===== config.mk =====
export PLATFORM = sky130hd
export DESIGN_NAME = y_requant_fifo
export DESIGN_NICKNAME = d
export VERILOG_FILES = /design/src/rtl/y_requant_fifo.sv
export SDC_FILE = /design/constraint.sdc
export NUM_CORES = 1
export LEC_CHECK = 0
export ABC_CLOCK_PERIOD_IN_PS = 4300
export CAP_MARGIN = 20
export CORE_MARGIN = 8
export CORE_UTILIZATION = 50
export DETAILED_ROUTE_END_ITERATION = 7
export GPL_TIMING_DRIVEN = 0
export PLACE_DENSITY = 0.74
export SYNTH_ARGS = -nofsm -noshare
export SYNTH_HDL_FRONTEND = slang
export SYNTH_SLANG_ARGS = --single-unit

===== constraint.sdc =====
create_clock -name clk -period 4.3 [get_ports clk]
set_input_delay 0.86 -clock clk [delete_from_list [all_inputs] [get_ports clk]]
set_output_delay 0.86 -clock clk [all_outputs]
set_load 0.01 [all_outputs]

===== src/rtl/y_requant_fifo.sv =====
// Output stage after the convolution engine: optional ReLU, rounding arithmetic
// right shift and saturation to OUT_WIDTH, then a small FIFO toward the consumer.
module y_requant_fifo #(
  parameter int ACC_SIZE  = 18,
  parameter int OUT_WIDTH = 8,
  parameter int SHIFT     = 4,
  parameter int DEPTH     = 4,
  parameter int RELU      = 1
) (
  input  logic                 clk,
  input  logic                 reset,
  input  logic                 s_valid_y,
  output logic                 s_ready_y,
  input  logic [ACC_SIZE-1:0]  s_data_in_y,
  output logic                 m_valid_q,
  input  logic                 m_ready_q,
  output logic [OUT_WIDTH-1:0] m_data_out_q,
  output logic                 m_sat_q
);

  // Handshakes: a word moves on a port at a rising edge where valid && ready.
  // s_ready_y comes from registered occupancy only (never from m_ready_q), so a
  // full FIFO refuses a word even in a cycle where the head is being popped.

  localparam int AW = ACC_SIZE + 1;
  localparam int PW = (DEPTH > 1) ? $clog2(DEPTH) : 1;
  localparam int CW = $clog2(DEPTH + 1);

  localparam logic signed [AW-1:0] RND   = AW'((2 ** SHIFT) / 2);
  localparam logic signed [AW-1:0] Q_MAX = AW'((2 ** (OUT_WIDTH - 1)) - 1);
  localparam logic signed [AW-1:0] Q_MIN = AW'(-(2 ** (OUT_WIDTH - 1)));

  logic signed [AW-1:0]  v;
  logic signed [AW-1:0]  r;
  logic [OUT_WIDTH-1:0]  q_data;
  logic                  q_sat;

  logic [OUT_WIDTH:0]    mem [DEPTH];
  logic [OUT_WIDTH:0]    head;
  logic [PW-1:0]         wr_ptr;
  logic [PW-1:0]         rd_ptr;
  logic [CW-1:0]         count;
  logic                  push;
  logic                  pop;

  // One extra bit of headroom keeps the rounding add from overflowing.
  always_comb begin
    v = signed'({s_data_in_y[ACC_SIZE-1], s_data_in_y});
    if (RELU != 0 && v[AW-1]) begin
      v = '0;
    end
    r      = (v + RND) >>> SHIFT;
    q_sat  = 1'b1;
    q_data = Q_MAX[OUT_WIDTH-1:0];
    if (r > Q_MAX) begin
      q_data = Q_MAX[OUT_WIDTH-1:0];
    end else if (r < Q_MIN) begin
      q_data = Q_MIN[OUT_WIDTH-1:0];
    end else begin
      q_data = r[OUT_WIDTH-1:0];
      q_sat  = 1'b0;
    end
  end

  assign s_ready_y = !reset && (count < CW'(DEPTH));
  assign m_valid_q = !reset && (count != '0);
  assign push      = s_valid_y && s_ready_y;
  assign pop       = m_valid_q && m_ready_q;

  always_ff @(posedge clk) begin
    if (reset) begin
      count  <= '0;
      wr_ptr <= '0;
      rd_ptr <= '0;
    end else begin
      if (push) wr_ptr <= wr_ptr + PW'(1);
      if (pop)  rd_ptr <= rd_ptr + PW'(1);
      case ({push, pop})
        2'b10:   count <= count + CW'(1);
        2'b01:   count <= count - CW'(1);
        default: count <= count;
      endcase
    end
  end

  // Payload storage carries no reset; it is only observed while m_valid_q is high.
  always_ff @(posedge clk) begin
    if (push) mem[wr_ptr] <= {q_sat, q_data};
  end

  assign head         = mem[rd_ptr];
  assign m_data_out_q = head[OUT_WIDTH-1:0];
  assign m_sat_q      = head[OUT_WIDTH];

endmodule

==> metrics.cfg <==
[synth]
synthCells = 164
synth_top_area_share_pct = 48.5
netlist_area_sq_um = 2230
synth_edf_count = 36
synth_seq_area_share_pct = 56.6
synth_top_area_cell = edfxtp_1
yosys-top-cells-area = edfxtp_1 49%, mux4_2 9.1%, dfxtp_1 8.1%
syn_avg_cell_area_sq_um = 13.6
synthArstFlopShare_pct = 0
yosys-top-cells-count = 36 x edfxtp_1, 10 x nor2_1
synth_flop_cell = edfxtp_1
synth_seq_cells = 45
synth_most_common_cell = edfxtp_1
ys_warn_count = 0
ys_types = 47

[clock_tree]
cts_max_path_buffers = 2
cts_tree = done
htree_levels = 2
post-cts-setup-buffer-count = 0
cts_sinks = 45
cts_buffers = 5
clock-root-buffer = clkbuf_8
clock_latency_ns = 0.30
postCtsHoldBufs = 0
cts-resized-gates = 0
path_clk_slew_ns = 0.08

[placement]
io_buffers = 29
place_congestion = 0.879
dp_hpwl_um = 3040
placedCellCount = 248
dpl_worst_slack_ns = 0.682
dpl_cell_area_sq_um = 2590

[sta]
setup_viol = 0
setup_tns_ns = 0
timing.final.ws_setup_ns = 0.991
period_needed_ns = 3.31
finalMaxSlewViolations = 0
slew_headroom_pct = 61.9
finalHoldViolCount = 0
fin_skew_ns = 0.00351
worstMarginPinSlew_ns = 0.569
fmax_ghz = 0.302
fin_crit_sh_pct = 77.0
rsz0062_at_grt = no

[worst_setup_path]
critPathMaxStageDelay_ns = 0.54
cp_slowest_cell = o31ai_2
critPathKind = in2reg
crit_fanout = 10
arrival_ns = 3.28
startpoint_type = input port
endpoint_kind = flip-flop
cp_cell_sequence = clkdlybuf4s50_1 > clkbuf_1 > nor2b_1 > ha_1 > nand4_1 > or2_2 > o31ai_2 > nand4_1
cpMostUsedCell = nand4_1
r2r_cells = 8
cp.required_ns = 4.27

[finish]
syn_to_final_growth_pct = 20.1
nFillCells = 329
drive_above_1_share_pct = 13.7
multi_input_area_sq_um = 912
nNetsFinal = 232
layout.cells.non_filler = 256
fin_area_sq_um = 2680
seqCellArea_sq_um = 1260
diodes = 0

[die]
io_pins = 33
start_util_pct = 51.5
die-area_sq_um = 6850
fp.dieW_um = 82.7
rows = 24
core-area_sq_um = 4320
dieHeight_um = 82.7

[routing]
ant_nets = 0
via_count = 1449
via_per_inst = 5.66
drt_drc_violations_left = 0
routed_wl_um = 4000
first_iter_violations = 118
post_drt_wl_per_cell_um = 15.6
first_pass_iters = 4

[global_routing]
antenna_found_initial = 0
grt_use_total_pct = 13.1
grt_pass1_wl_um = 6800
grt_pass1_vias = 1459
grt_max_degree = 14
gr-total-overflow = 0

[pwr]
total_power_w = 0.000883
power.density_nw_per_um2 = 330
p_leak_nw = 0.881
max-vdd-ir-drop_v = 0.000112

[run]
drv_cap = 0

[worst_hold_path]
hold_depth = 2
hp-class = reg2reg

[run_status]
status = complete, no violations

[layer usage]
metal  vias to the layer above  global-route usage (%)  routed length (um)
li1                        714                       -                   -
met5                         -                       0                   0
met3                         9                    3.68                 222
met1                       685                    14.9                1720
met2                        41                    21.9                1960
met4                         0                    7.07                  91
[layout make-up]
class	count	area share (%)
Buffer	6	1.17
Clock buffer	5	2.57
Inverter	9	1.26
Clock inverter	3	0.468
Multi-Input combinational cell	107	34.1
Timing Repair Buffer	29	10.9
Tap cell	52	2.43
Sequential cell	45	47.1
[worst max-delay path: cells and delay by family]
kind / cells / cell delay, ns
buffers and inverters: 2 / 0.68
adder cells (fa/ha/maj): 1 / 0.21
AND/OR/NAND/NOR: 4 / 0.97
AO/OA/AOI/OAI: 1 / 0.54
[metrics by stage]
stage	utilization, %	hold slack [ns]
after floorplan	-	0.472
after global placement	60.0	0.486
after detailed placement	60.0	0.512
after CTS	61.9	0.527
after global routing	61.9	0.547
final	61.9	0.529
[logic make-up (layout without fill, tap and decap cells)]
| kind of cell | Yosys count | count (layout) | synth area share (%) |
|---|---|---|---|
| simple gates | 56 | 56 | 15.6 |
| flops | 45 | 45 | 56.6 |
| mux | 9 | 9 | 9.10 |
| other cells | 1 | 4 | 0.168 |
| xor+xnor | 8 | 8 | 3.15 |
| fa+ha+maj | 7 | 7 | 4.27 |
| buf+inv | 15 | 52 | 2.92 |
| compound gates | 23 | 23 | 8.20 |
[layout by cell type (no fill, tap or decap), types with 3 or more instances in the layout]
cell,count
nor3_1,3
mux4_2,9
clkbuf_8,5
and3_1,4
ha_1,6
nor2_1,10
nor4_1,4
dfxtp_1,9
nand3_1,4
a211oi_2,3
clkdlybuf4s50_1,29
a21oi_1,7
xnor2_1,6
inv_1,9
nand2_1,4
conb_1,4
nor2b_1,3
nand4_1,9
edfxtp_1,36
[report_power, final]
group	leakage (nW)	switching, W	internal [W]
registers	0.392	0.00000724	0.000488
logic	0.447	0.0000722	0.0000723
clock network	0.0430	0.000134	0.000109
total	0.881	0.000213	0.000670
[state kept, by name (all words and copies together) (netlist names), named ones only]
signal,flops
mem,36
count,3
rd_ptr,2
wr_ptr,2
[final timing paths]
check	slack (ns)	startpoint	endpoint
worst min-delay path	0.53	count[2]	count[2]
worst max-delay path	0.99	s_data_in_y[17]	mem[0][0]
worst min register to register	0.53	count[2]	count[2]
worst max register to register	2.09	count[0]	count[2]
No activity file was read; power rests on OpenSTA's default activity.
